## src/rtl/pulse_bcd_counter_pkg.sv

```systemverilog
`default_nettype none
// ============================================================================
// Module   : pulse_cnt_pkg
// Brief    : Shared constants, scan-state type and segment decoder for the
//            pulse BCD counter and its display scanner.
// Revision : 1.0 - initial release
// ============================================================================
package pulse_cnt_pkg;

  localparam int DIGITS = 4;

  // Active-low segment codes, bit order gfedcba
  localparam logic [6:0] SEG_0     = 7'b1000000;
  localparam logic [6:0] SEG_1     = 7'b1111001;
  localparam logic [6:0] SEG_2     = 7'b0100100;
  localparam logic [6:0] SEG_3     = 7'b0110000;
  localparam logic [6:0] SEG_4     = 7'b0011001;
  localparam logic [6:0] SEG_5     = 7'b0010010;
  localparam logic [6:0] SEG_6     = 7'b0000010;
  localparam logic [6:0] SEG_7     = 7'b1111000;
  localparam logic [6:0] SEG_8     = 7'b0000000;
  localparam logic [6:0] SEG_9     = 7'b0010000;
  localparam logic [6:0] SEG_BLANK = 7'b1111111;

  typedef enum logic [1:0] {
    SCAN_D0 = 2'd0,
    SCAN_D1 = 2'd1,
    SCAN_D2 = 2'd2,
    SCAN_D3 = 2'd3
  } scan_state_t;

  // Non-BCD nibbles (A-F) cannot occur in the count; they show blank
  function automatic logic [6:0] seg_decode(input logic [3:0] digit);
    logic [6:0] seg;
    case (digit)
      4'd0:    seg = SEG_0;
      4'd1:    seg = SEG_1;
      4'd2:    seg = SEG_2;
      4'd3:    seg = SEG_3;
      4'd4:    seg = SEG_4;
      4'd5:    seg = SEG_5;
      4'd6:    seg = SEG_6;
      4'd7:    seg = SEG_7;
      4'd8:    seg = SEG_8;
      4'd9:    seg = SEG_9;
      default: seg = SEG_BLANK;
    endcase
    return seg;
  endfunction

endpackage
`default_nettype wire

```

## src/rtl/pulse_bcd_counter_if.sv

```systemverilog
`default_nettype none
// ============================================================================
// Module   : pulse_bcd_counter_if
// Brief    : Control inputs and count/display outputs of the pulse BCD
//            counter. The slave side is the counter, the master side is
//            whatever drives the strobe and watches the count.
// Revision : 1.0 - initial release
// ============================================================================
interface pulse_bcd_counter_if;
  import pulse_cnt_pkg::*;

  logic                  Pulse_in;
  logic                  Clear;
  logic                  Hold;
  logic [4*DIGITS-1:0]   Count;
  logic                  Overflow;
  logic [DIGITS-1:0]     Anodes;
  logic [6:0]            Segments;

  modport master (
    output Pulse_in, Clear, Hold,
    input  Count, Overflow, Anodes, Segments
  );

  modport slave (
    input  Pulse_in, Clear, Hold,
    output Count, Overflow, Anodes, Segments
  );

endinterface
`default_nettype wire

```

## src/rtl/pulse_bcd_counter_scan.sv

```systemverilog
`default_nettype none
// ============================================================================
// Module   : seven_seg_scan
// Brief    : Refresh divider, 4-digit scan FSM, segment decoder and
//            registered common-anode drive for a BCD value.
//            Optional: LEADING_ZERO_BLANK_EN blanks leading zero digits
//            (digit0 is always shown).
// Revision : 1.0 - initial release
// ============================================================================
module seven_seg_scan
  import pulse_cnt_pkg::*;
#(
  parameter int REFRESH_DIV = 100000
) (
  input  wire                 CLK,
  input  wire                 Reset,
  input  wire [4*DIGITS-1:0]  bcd,
  output logic [DIGITS-1:0]   Anodes,
  output logic [6:0]          Segments
);

  localparam int DIV_W = (REFRESH_DIV > 1) ? $clog2(REFRESH_DIV) : 1;
  localparam logic [DIV_W-1:0] DIV_LAST = DIV_W'(REFRESH_DIV - 1);

  logic [DIV_W-1:0]  r_div;
  logic              w_tick;
  scan_state_t       r_state;
  scan_state_t       w_state_next;
  logic [DIGITS-1:0] r_anodes;
  logic [DIGITS-1:0] w_anodes_next;
  logic [6:0]        r_segments;
  logic [6:0]        w_segments_next;
  logic [3:0]        w_digit;
  logic              w_digit_blank;
  logic [DIGITS-1:0] w_blank;

  assign w_tick = (r_div == DIV_LAST);

  // Refresh divider: counts 0..REFRESH_DIV-1, terminal count advances the scan
  always_ff @(posedge CLK or negedge Reset) begin
    if (!Reset) begin
      r_div <= '0;
    end else if (w_tick) begin
      r_div <= '0;
    end else begin
      r_div <= r_div + DIV_W'(1);
    end
  end

`ifdef LEADING_ZERO_BLANK_EN
  logic w_zero_above;

  // A digit above digit0 is blank when it and every higher digit are zero
  always_comb begin
    w_blank      = '0;
    w_zero_above = 1'b1;
    for (int k = DIGITS - 1; k > 0; k--) begin
      w_zero_above = w_zero_above & (bcd[4*k +: 4] == 4'd0);
      w_blank[k]   = w_zero_above;
    end
  end
`else
  assign w_blank = '0;
`endif

  // Scan state register
  always_ff @(posedge CLK or negedge Reset) begin
    if (!Reset) begin
      r_state <= SCAN_D0;
    end else begin
      r_state <= w_state_next;
    end
  end

  // Next scan state plus the anode/segment pattern for the current digit
  always_comb begin
    w_state_next  = r_state;
    w_anodes_next = '1;
    w_digit       = bcd[3:0];
    w_digit_blank = w_blank[0];
    case (r_state)
      SCAN_D0: begin
        if (w_tick) w_state_next = SCAN_D1;
        w_anodes_next = 4'b1110;
        w_digit       = bcd[3:0];
        w_digit_blank = w_blank[0];
      end
      SCAN_D1: begin
        if (w_tick) w_state_next = SCAN_D2;
        w_anodes_next = 4'b1101;
        w_digit       = bcd[7:4];
        w_digit_blank = w_blank[1];
      end
      SCAN_D2: begin
        if (w_tick) w_state_next = SCAN_D3;
        w_anodes_next = 4'b1011;
        w_digit       = bcd[11:8];
        w_digit_blank = w_blank[2];
      end
      SCAN_D3: begin
        if (w_tick) w_state_next = SCAN_D0;
        w_anodes_next = 4'b0111;
        w_digit       = bcd[15:12];
        w_digit_blank = w_blank[3];
      end
      default: begin
        w_state_next = SCAN_D0;
      end
    endcase
    w_segments_next = w_digit_blank ? SEG_BLANK : seg_decode(w_digit);
  end

  // Output registers: one cycle behind the scan state, reset to digit0 showing 0
  always_ff @(posedge CLK or negedge Reset) begin
    if (!Reset) begin
      r_anodes   <= 4'b1110;
      r_segments <= SEG_0;
    end else begin
      r_anodes   <= w_anodes_next;
      r_segments <= w_segments_next;
    end
  end

  assign Anodes   = r_anodes;
  assign Segments = r_segments;

endmodule
`default_nettype wire

```

## src/rtl/pulse_bcd_counter.sv

```systemverilog
`default_nettype none
// ============================================================================
// Module   : pulse_bcd_counter
// Brief    : Counts rising edges of the pulse-detector strobe as a 4-digit
//            BCD value with sticky overflow, and scans it onto a multiplexed
//            common-anode 7-segment display.
//            Optional: LEADING_ZERO_BLANK_EN (display only, see seven_seg_scan).
// Revision : 1.0 - initial release
// ============================================================================
module pulse_bcd_counter
  import pulse_cnt_pkg::*;
#(
  parameter int REFRESH_DIV = 100000
) (
  input  wire                 CLK,
  input  wire                 Reset,
  pulse_bcd_counter_if.slave  bus
);

  logic                r_prev;
  logic [4*DIGITS-1:0] r_count;
  logic                r_overflow;
  logic                w_inc;
  logic [4*DIGITS-1:0] w_count_inc;
  logic                w_carry;

  // prev resets high so a strobe already asserted at reset release is ignored;
  // it keeps sampling during Hold so releasing Hold mid-pulse does not count
  assign w_inc = bus.Pulse_in & ~r_prev & ~bus.Hold;

  // Strobe history for rising-edge detection
  always_ff @(posedge CLK or negedge Reset) begin
    if (!Reset) begin
      r_prev <= 1'b1;
    end else begin
      r_prev <= bus.Pulse_in;
    end
  end

  // Ripple-carry BCD increment; w_carry left set means 9999 wrapped to 0000
  always_comb begin
    w_count_inc = r_count;
    w_carry     = 1'b1;
    for (int k = 0; k < DIGITS; k++) begin
      if (w_carry) begin
        if (r_count[4*k +: 4] == 4'd9) begin
          w_count_inc[4*k +: 4] = 4'd0;
        end else begin
          w_count_inc[4*k +: 4] = r_count[4*k +: 4] + 4'd1;
          w_carry               = 1'b0;
        end
      end
    end
  end

  // Count and sticky overflow; Clear takes priority over a coincident edge
  always_ff @(posedge CLK or negedge Reset) begin
    if (!Reset) begin
      r_count    <= '0;
      r_overflow <= 1'b0;
    end else if (bus.Clear) begin
      r_count    <= '0;
      r_overflow <= 1'b0;
    end else if (w_inc) begin
      r_count <= w_count_inc;
      if (w_carry) r_overflow <= 1'b1;
    end
  end

  assign bus.Count    = r_count;
  assign bus.Overflow = r_overflow;

  seven_seg_scan #(
    .REFRESH_DIV (REFRESH_DIV)
  ) u_scan (
    .CLK      (CLK),
    .Reset    (Reset),
    .bcd      (r_count),
    .Anodes   (bus.Anodes),
    .Segments (bus.Segments)
  );

endmodule
`default_nettype wire

```

## src/flat_wrapper.sv

```systemverilog
// flat-port wrapper written by rule: the top's interface ports become plain ports
module pulse_bcd_counter_flat import pulse_cnt_pkg::*;
#(
  parameter int REFRESH_DIV = 100000
)
  (CLK, Reset, bus_Pulse_in, bus_Clear, bus_Hold, bus_Count, bus_Overflow, bus_Anodes, bus_Segments);
  pulse_bcd_counter_if bus_i ();
  input  wire CLK;
  input  wire Reset;
  input wire logic [$bits(bus_i.Pulse_in)-1:0] bus_Pulse_in;
  input wire logic [$bits(bus_i.Clear)-1:0] bus_Clear;
  input wire logic [$bits(bus_i.Hold)-1:0] bus_Hold;
  output wire logic [$bits(bus_i.Count)-1:0] bus_Count;
  output wire logic [$bits(bus_i.Overflow)-1:0] bus_Overflow;
  output wire logic [$bits(bus_i.Anodes)-1:0] bus_Anodes;
  output wire logic [$bits(bus_i.Segments)-1:0] bus_Segments;
  assign bus_i.Pulse_in = bus_Pulse_in;
  assign bus_i.Clear = bus_Clear;
  assign bus_i.Hold = bus_Hold;
  assign bus_Count = bus_i.Count;
  assign bus_Overflow = bus_i.Overflow;
  assign bus_Anodes = bus_i.Anodes;
  assign bus_Segments = bus_i.Segments;
  pulse_bcd_counter #(.REFRESH_DIV(REFRESH_DIV)) u_core (.CLK(CLK), .Reset(Reset), .bus(bus_i));
endmodule
```

## config.mk

```make
export PLATFORM = sky130hd
export DESIGN_NAME = pulse_bcd_counter_flat
export DESIGN_NICKNAME = d
export VERILOG_FILES = /design/src/rtl/pulse_bcd_counter_pkg.sv /design/src/rtl/pulse_bcd_counter_if.sv /design/src/rtl/pulse_bcd_counter_scan.sv /design/src/rtl/pulse_bcd_counter.sv /design/src/flat_wrapper.sv
export SDC_FILE = /design/constraint.sdc
export NUM_CORES = 1
export LEC_CHECK = 0
export BUFFER_PORTS_ARGS = -buffer_cell sky130_fd_sc_hd__buf_2
export CAP_MARGIN = 40
export CORE_MARGIN = 10
export CORE_UTILIZATION = 25
export CTS_BUF_LIST = sky130_fd_sc_hd__clkbuf_4 sky130_fd_sc_hd__clkbuf_8
export DETAILED_ROUTE_END_ITERATION = 8
export GPL_TIMING_DRIVEN = 0
export HOLD_SLACK_MARGIN = 0.03
export PLACE_DENSITY = 0.44
export REMOVE_ABC_BUFFERS = 1
export SETUP_SLACK_MARGIN = 0.5
export SLEW_MARGIN = 25
export SYNTH_ARGS = -nofsm -noshare
export SYNTH_HDL_FRONTEND = slang
export SYNTH_SLANG_ARGS = --single-unit
```

## constraint.sdc

```tcl
create_clock -name CLK -period 3.75 [get_ports CLK]
set_input_delay 0.1875 -clock CLK [delete_from_list [all_inputs] [get_ports CLK]]
set_output_delay 0.1875 -clock CLK [all_outputs]
set_load 0.05 [all_outputs]
```

==> results of run 1 <==
## state kept, by name, summed over array words and instances (netlist names)
register,cells
u_core.u_scan.r_div,17
u_core.u_scan.Anodes,4
u_core.r_prev,1
u_core.bus.Overflow,1
u_core.u_scan.r_state,2
u_core.u_scan.Segments,7
u_core.bus.Count,16
## where the power goes
| group | total (mW) | internal (mW) | switching, mW | leakage (nW) |
|---|---|---|---|---|
| sequential | 0.556 | 0.533 | 0.0235 | 0.632 |
| clock | 0.516 | 0.333 | 0.182 | 0.0784 |
| combinational | 0.126 | 0.0321 | 0.0938 | 0.646 |
## final timing paths
kind / from / end / slack (ps) / depth (start not counted)
setup / recovery: u_core.u_scan.r_state[0] / u_core.u_scan.Segments[3] / 1630 / 8
setup reg to reg: u_core.u_scan.r_state[0] / u_core.u_scan.Segments[3] / 1630 / 8
hold / removal: bus_Clear / u_core.bus.Count[1] / 230 / 2
min in group asynchronous: Reset / u_core.u_scan.r_div[9] / 450 / 2
max in group asynchronous: Reset / u_core.bus.Count[9] / 2890 / 2
hold reg to reg: u_core.u_scan.r_div[0] / u_core.u_scan.r_div[0] / 480 / 1
## cell usage after synthesis, drive strengths merged, types with 2 or more instances
cell type and instances:
buf 2, mux2 3, nor2 21, dfstp 5, and3b 3, dfrtp 43, a21oi 14, xnor2 6
ha 17, nor3 7, mux2i 7, o31ai 2, clkbuf 2, a31oi 3, nand4 7, nand2 18
nand3 12, or4 3, nor2b 2, inv 18, a222oi 4, o21ai 15, xor2 8, or3 2
and4 4
## layer usage
metal	global-route usage (%)	wire length, um
met1	10.4	2650
met4	2.04	53
met2	13.4	2760
met3	2.63	229
met5	0	0
## timing repair
action / CTS / global route
hold endpoints to repair: 44 / 0
hold buffers: 2 / 0
resized for setup: 0 / 0
## cell families after synthesis
group	count (synthesis)	share of synthesized area (%)
xor+xnor	14	4.91
flops	48	48.3
buf+inv	22	3.76
simple gates	86	18.9
mux	10	4.16
compound gates	45	11.4
fa+ha+maj	17	8.52
## critical path, delay by kind of cell (launching register included)
family,cells,cell delay [ps]
AOI/OAI and AO/OA,2,550
buffers and inverters,2,260
DFF,1,420
adders and majority gates,2,620
and+or+nand+nor,2,150
## layout make-up
type,instances,area [sq um]
Clock buffer,5,68.8
Tap cell,133,166
Timing Repair Buffer,34,183
Fill cell,1051,6800
Sequential cell,48,1210
Multi-Input combinational cell,172,1200
Clock inverter,3,90.1
Inverter,18,67.6
## metrics by stage
step	setup WS (ps)	std cells
floorplan	1710	238
global placement	1620	403
detailed placement	1580	403
CTS	1570	413
global route	1360	413
finish	1630	413
==> reports/results.ini, run 1 <==
[sta]
rsz0062_at_grt=false
final.period_utilization_pct=56.7
hold_viol=0
fin_worst_skew_ps=7.67
setup-violations-final=0
max_freq_mhz=471
hold_ws_ps=228
setup_tns_ps=0
slew-limit-headroom_pct=57.8
layout_min_cycle_time_ps=2120
worstMarginPinSlew_ps=634
slew_viol_final=0

[setup_path]
worstPathArrival_ps=2310
critPathKind=reg2reg
startpoint_type=flop
slowest_delay_ps=420
crit_path_top_delay_cell=dfrtp_1
cp-end-kind=flop
critPathRequiredTime_ps=3930
path_max_fanout=7
crit_chain=inv_1 -> ha_1 -> a222oi_1 -> a21oi_1 -> inv_1 -> ha_1 -> nand2_1 -> nand3_1

[routing]
wire_per_inst_um=13.8
via_per_inst=4.54
drt_wl_total_um=5700
vias=1873
drt_pre_antenna_iters=4
drc_errors=0
drt_iter0_drc=115
final_antenna_net_count=0

[placed_design]
place_congestion=0.730
dp_hpwl_um=4170
place_area_sq_um=2800
place.port_buffers=32

[clocking]
clockBufferDepth=2
ctsHtreeMaxLevel=2
cts_buffers=5
clkSinkCount=48
cts_tree=built
cts.clk_slew.worst_paths_ps=90
insertion_delay_ps=310
post_cts_buffers=0
clock-root-buffer=clkbuf_8

[layout]
finalInstanceArea_sq_um=2980
final_cell_mix=43 x dfrtp_1, 31 x buf_2, 20 x nor2_1
final_net_count=301
final_common_cell=dfrtp_1
drive_above_1_share_pct=20.7
syn_to_final_growth_pct=19.3
n_antenna_cell=0
fin_util_pct=30.5

[floorplan]
num_rows=36
io-pin-count=33
die-area_sq_um=14400
coreArea_sq_um=9770
die_height_um=120
die_width_um=120
initial_core_util_pct=25.6

[grt]
grt_pass1_vias=1912
track_usage_pct=8.25
overflow=0
grt_max_degree=49
antenna_found_initial=0
grt_pass1_wl_um=9820

[job]
drv_cap=0

[power_and_ir_drop]
powerDensity_nw_per_um2=402
peakVddDrop_uv=203
p_leak_nw=1.36
post-layout-total-power_mw=1.20

[synthesis]
yosysSeqAreaShare_pct=48.3
netlist.area_leader.share_pct=43.1
synth_cell_types=47
ys_ff_latch=48
yosysWarnings=0
yosys-top-cells-area=dfrtp_1 43%, ha_1 8.5%, dfstp_2 5.3%
syn-cell-area_sq_um=2500
post_synth_inst_count=242
postSynthAreaPerCell_sq_um=10.3
asyncSetResetFlopFracSynth_pct=100
synthFlopType=dfrtp_1
yosys.area.top_type=dfrtp_1
synth-edff-count=0

[outcome]
run_status=complete, no violations

[min_path]
hold_path.class=in2reg

Note: power is estimated with default switching activity, not from simulation.
==> inputs of run 2 (changes only) <==
--- a/config.mk
+++ b/config.mk
@@ -5,6 +5,7 @@
 export SDC_FILE = /design/constraint.sdc
 export NUM_CORES = 1
 export LEC_CHECK = 0
+export ABC_AREA = 1
 export BUFFER_PORTS_ARGS = -buffer_cell sky130_fd_sc_hd__buf_2
 export CAP_MARGIN = 40
 export CORE_MARGIN = 10
==> constraint.sdc (replaced) <==
create_clock -name CLK -period 2.2 [get_ports CLK]
set_input_delay 0.11 -clock CLK [delete_from_list [all_inputs] [get_ports CLK]]
set_output_delay 0.11 -clock CLK [all_outputs]
set_load 0.05 [all_outputs]
==> run 2 against run 1 <==
  * Sequential power grew 75%
  * Critical path depth rose by 3
  * Area after synthesis increased by 11%
  * Largest cell class is now multi-input gates
  * Critical endpoint unchanged
  * Largest power group unchanged
  * Cell count grew 29%
  * Hold slack got worse by 170 ps
  * Routed wire length grew 12%
  * Critical path type unchanged
  * Non-clock buffer count rose by 9
  * Core utilization is 1.1 points higher
  * Die area rose by 9.0%
  * Cell area is 15% higher
  * Setup slack worse by 1100 ps
==> reports/results.ini, run 2 <==
[layout]
final_cell_mix=86 x nand2_1, 41 x dfrtp_1, 35 x inv_1, 35 x nor2_1, 31 x buf_2
n_antenna_cell=0
fillCellCount=1191
seqCellArea_sq_um=1210
final_net_count=413
multiInputGateArea_sq_um=1480
regMostFlops=u_core.u_scan.r_div
final_common_cell=nand2_1
largest_reg_flops=17
drive_above_1_share_pct=27.0
syn_to_final_growth_pct=23.5

[synthesis]
synth.most_common_cell=nand2_1
ys_ff_latch=48
synthFlopType=dfrtp_1
synth-edff-count=0
syn-cell-area_sq_um=2770
yosysWarnings=0
yosysSeqAreaShare_pct=43.6
asyncSetResetFlopFracSynth_pct=100
postSynthAreaPerCell_sq_um=8.10
yosys.area.top_type=dfrtp_1
netlist.area_leader.share_pct=38.9
synth_common_cells=93 x nand2_1, 43 x dfrtp_1, 38 x inv_1
post_synth_inst_count=342
synth_cell_types=32
yosys-top-cells-area=dfrtp_1 39%, nand2_1 13%, ha_1 7.7%

[clocking]
cts_buffers=5
cts_tree=built
clock-root-buffer=clkbuf_8
clkSinkCount=48
clockBufferDepth=2
insertion_delay_ps=300
ctsHtreeMaxLevel=2
cts.clk_slew.worst_paths_ps=100

[job]
drv_cap=0

[routing]
via_per_inst=4.28
drt_iter0_drc=71
wire_per_inst_um=12.0
drc_errors=0
drt_pre_antenna_iters=4
drt_wl_total_um=6400
final_antenna_net_count=0
vias=2276

[grt]
track_usage_pct=8.30
grt_max_degree=49
overflow=0
grt_pass1_vias=2324
antenna_found_initial=0
grt_pass1_wl_um=11200

[sta]
setup-violations-final=0
slew-limit-headroom_pct=56.8
rsz0062_at_grt=true
fin_worst_skew_ps=16.3
slew_viol_final=0
hold_viol=0
layout_min_cycle_time_ps=1650
max_freq_mhz=604
final.period_utilization_pct=75.2
worstMarginPinSlew_ps=647
setup_tns_ps=0

[setup_path]
startpoint_type=flop
crit_path_top_delay_cell=dfrtp_2
crit_chain=inv_4 -> ha_4 -> inv_6 -> nand2_4 -> o21ai_4 -> inv_2 -> ha_4 -> nand2_2 -> nand2_1 -> nand2_1 -> nand2_2
critPathKind=reg2reg
worstPathArrival_ps=1830
cp-end-kind=flop
path_max_fanout=6
path_delay_family=flip-flops
critPathRequiredTime_ps=2380
path_buf_inv=3
slowest_delay_ps=470

[power_and_ir_drop]
p_leak_nw=1.73
post-layout-total-power_mw=1.94
peakVddDrop_uv=359
powerDensity_nw_per_um2=568

[placed_design]
dp_hpwl_um=4710
place.port_buffers=32
place_congestion=0.796

[floorplan]
num_rows=38
io-pin-count=33
die_height_um=125
coreArea_sq_um=10800
die_width_um=125
die-area_sq_um=15700
initial_core_util_pct=25.5

[outcome]
run_status=complete, no violations

[min_path]
hold_path.class=in2reg

-- run 2: cell count changes after synthesis, sizes merged, moves of 5 or more --
cell / previous run / this run
mux2i: 7 / 1
xor2: 8 / 14
inv: 18 / 50
nand2: 18 / 101
xnor2: 6 / 1
nor2: 21 / 42
a21oi: 14 / 5
nand3: 12 / 25
-- run 2: where the power goes --
| group | switching [mW] | leakage, nW | total [mW] | internal [mW] |
|---|---|---|---|---|
| clock | 0.302 | 0.0549 | 0.603 | 0.300 |
| combinational | 0.269 | 1.05 | 0.365 | 0.0954 |
| sequential | 0.0502 | 0.624 | 0.974 | 0.924 |
-- run 2: cell families (layout without fill, tap and decap cells) --
kind of cell / Yosys count / count (layout) / synth area share, %
mux: 1 / 1 / 0.362
fa+ha+maj: 17 / 17 / 7.68
simple gates: 186 / 186 / 31.1
buf+inv: 52 / 102 / 7.18
compound gates: 23 / 23 / 5.29
xor+xnor: 15 / 15 / 4.74
flops: 48 / 48 / 43.6
-- run 2: worst paths after layout --
path	startpoint	endpoint	slack (ps)	cells after the start
max in group asynchronous	Reset	u_core.u_scan.r_state[1]	1340	2
worst min-delay path	bus_Clear	u_core.bus.Overflow	60	2
min in group asynchronous	Reset	u_core.u_scan.r_div[16]	360	2
worst max-delay path	u_core.u_scan.r_state[0]	u_core.u_scan.Segments[3]	550	11
worst max register to register	u_core.u_scan.r_state[0]	u_core.u_scan.Segments[3]	550	11
worst min register to register	u_core.u_scan.r_div[0]	u_core.u_scan.r_div[0]	480	1
-- run 2: what timing repair did --
| action | 4_1_cts | 5_1_grt |
|---|---|---|
| endpoints found under the hold margin | 44 | 0 |
| buffers inserted | 5 | 4 |
| setup endpoints to repair | 7 | 7 |
| resized for setup | 15 | 16 |
| pin swaps | 1 | 11 |
| hold buffers | 2 | 0 |
-- run 2: layer usage --
metal	share of wire, %	track usage (%)
met5	0	0
met2	48	14.3
met4	0.63	1.22
met3	2.8	2.07
met1	49	10.4
-- run 2: area by class of cell --
type | count | share of cell area [%]
Timing Repair Buffer | 43 | 7.32
Tap cell | 140 | 5.12
Sequential cell | 48 | 35.4
Inverter | 51 | 5.89
Clock buffer | 8 | 3.04
Multi-Input combinational cell | 242 | 43.2
-- run 2: through the flow --
stage	hold WS, ps	instance area [sq um]	setup WS, ps	utilization, %	std cells
floorplan	-186	2760	480	-	341
CTS	46.9	3330	501	30.7	528
finish	56.9	3420	545	31.5	532
detailed placement	188	3100	249	28.6	513
global route	63.3	3420	453	31.5	532
global placement	229	3100	231	28.6	513
==> inputs of run 3 (changes only) <==
--- a/config.mk
+++ b/config.mk
@@ -14,7 +14,7 @@
 export DETAILED_ROUTE_END_ITERATION = 8
 export GPL_TIMING_DRIVEN = 0
 export HOLD_SLACK_MARGIN = 0.03
-export PLACE_DENSITY = 0.44
+export PLACE_DENSITY = 0.45
 export REMOVE_ABC_BUFFERS = 1
 export SETUP_SLACK_MARGIN = 0.5
 export SLEW_MARGIN = 25
==> constraint.sdc (replaced) <==
create_clock -name CLK -period 1.34 [get_ports CLK]
set_input_delay 0.067 -clock CLK [delete_from_list [all_inputs] [get_ports CLK]]
set_output_delay 0.067 -clock CLK [all_outputs]
set_load 0.05 [all_outputs]
==> run 3 against run 2 <==
  * The run now ends with negative hold slack, negative setup slack left
  * Core utilization grew 9.4 points
  * Hold slack worse by 290 ps
  * Register-to-register slack worse by 810 ps
  * First-iteration DRC count up 72%
  * Clock power is 52% higher
  * Sequential cell count did not move
  * Non-clock buffer count rose by 42
  * Via count rose by 11%
  * Cell count increased by 7.9%
  * Maximum frequency rose by 3.1%
  * Die area stayed put
  * Largest power group unchanged
==> reports/results.ini, run 3 (same netlist as run 2, synthesis figures left out) <==
[outcome]
run_status=finished with violations
violations=negative hold slack, negative setup slack

[setup_path]
critPathKind=reg2reg
r2r_slack_ps=-270
crit_path_top_delay_cell=dfrtp_2
startpoint_type=flop
slowest_delay_ps=460
cp-end-kind=flop
worstPathArrival_ps=1800
critPathRequiredTime_ps=1540
path_buf_inv=3
cp_common_cell=nand2_1
path_max_fanout=6
crit_chain=inv_4 -> ha_4 -> inv_8 -> nand2_4 -> o21ai_4 -> inv_2 -> ha_4 -> nand2_2 -> nand2_1 -> nand2_1 -> nand2_1
path_delay_family=flip-flops

[clocking]
insertion_delay_ps=310
ctsHtreeMaxLevel=2
cts_hold_buf=2
cts_buffers=5
cts_tree=built
clock-root-buffer=clkbuf_8
clockBufferDepth=2
clkSinkCount=48
cts.clk_slew.worst_paths_ps=100

[routing]
vias=2526
drt_wl_total_um=7220
drt_pre_antenna_iters=4
drt_iter0_drc=122
wire_per_inst_um=12.6
via_per_inst=4.40
drc_errors=0
final_antenna_net_count=0

[sta]
final.period_utilization_pct=120
fin_worst_skew_ps=14.7
rsz0062_at_grt=true
max_freq_mhz=623
layout_min_cycle_time_ps=1610
hold_viol=43
worstMarginPinSlew_ps=636
hold_ws_ps=-233
setup_tns_ps=-2170
setup-violations-final=21
setup_slack_ps=-266
slew-limit-headroom_pct=57.6
slew_viol_final=0

[floorplan]
coreArea_sq_um=10800
initial_core_util_pct=25.5
die_width_um=125
io-pin-count=33
die_height_um=125
num_rows=38
die-area_sq_um=15700

[power_and_ir_drop]
p_switching_mw=1.14
sw_frac_of_total_pct=32.7
peakVddDrop_uv=525
internal_power_mw=2.36
powerDensity_nw_per_um2=789
p_seq_share_pct=46.2
p_leak_nw=2.09
post-layout-total-power_mw=3.50
pwr-share-clk_pct=26.2
combPwrFrac_pct=27.6

[grt]
track_usage_pct=9.21
grt_max_degree=49
grt_pass1_wl_um=12300
overflow=0
grt_pass1_vias=2624
antenna_found_initial=0

[placed_design]
place_inst=513
place_area_sq_um=3100
place.port_buffers=32
dp_slack_ps=-592
dp_hpwl_um=4710
place_congestion=0.818

[min_path]
hold_path.class=in2async

[layout]
final_net_count=455
fillCellCount=1059
n_antenna_cell=0
final_common_cell=nand2_1
fin_util_pct=41.0
syn_to_final_growth_pct=60.3
largest_reg_flops=17
final_cells=574
regMostFlops=u_core.u_scan.r_div
final_cell_mix=69 x nand2_1, 39 x buf_6, 24 x buf_4, 23 x inv_1, 23 x dfrtp_1
finalInstanceArea_sq_um=4440
drive_above_1_share_pct=53.9

[job]
drv_cap=0

## run 3: path summary, 6_finish.rpt
path,from,end,cells after the start
min in group CLK,bus_Clear,u_core.bus.Count[10],4
max reg2reg,u_core.u_scan.r_state[1],u_core.u_scan.Segments[3],11
max in group asynchronous,Reset,u_core.u_scan.r_state[0],1
max,u_core.u_scan.r_state[1],u_core.u_scan.Segments[3],11
min,Reset,u_core.u_scan.r_div[16],1
min reg2reg,u_core.u_scan.r_div[13],u_core.u_scan.r_div[13],2
## run 3: layer usage
metal	share of wire [%]	vias up	global-route usage [%]	wire length [um]
met3	5.1	6	3.38	365
met5	0	-	0	0
met1	43	1211	10.6	3090
met4	1.0	0	2.24	74
li1	-	1260	-	-
met2	51	49	15.8	3690
## run 3: power groups by stage
stage,clock network [mW],logic (mW),registers (mW)
2_1_floorplan,0,0.189,1.85
3_3_place_gp,0,0.582,1.62
3_5_place_dp,0,0.589,1.63
4_1_cts,0.978,0.823,1.62
5_1_grt,1.03,1.04,1.63
6_report,0.917,0.967,1.62
## run 3: final cells by class
type / instances / area [sq um] / area share [%]
multi-input cells: 242 / 1810 / 40.9
flip-flops and latches: 48 / 1230 / 27.8
repair buffers: 85 / 910 / 20.5
inverters: 51 / 219 / 4.93
well taps: 140 / 175 / 3.95
clock buffers: 7 / 83.8 / 1.89
clock inverters: 1 / 5.00 / 0.113
## run 3: worst reg2reg max path, delay by kind of cell, from the launching register on
kind                       cells  cell delay (ps)
and+or+nand+nor                5              260
AOI/OAI and AO/OA              1              150
adders and majority gates      2              410
DFF                            1              460
buffers and inverters          3              220
## run 3: what timing repair did
action	4_1_cts	5_1_grt
pin swaps	42	28
buffers inserted	31	20
gates resized for setup	202	53
endpoints found under the hold margin	45	43
endpoints found under the setup margin	75	75
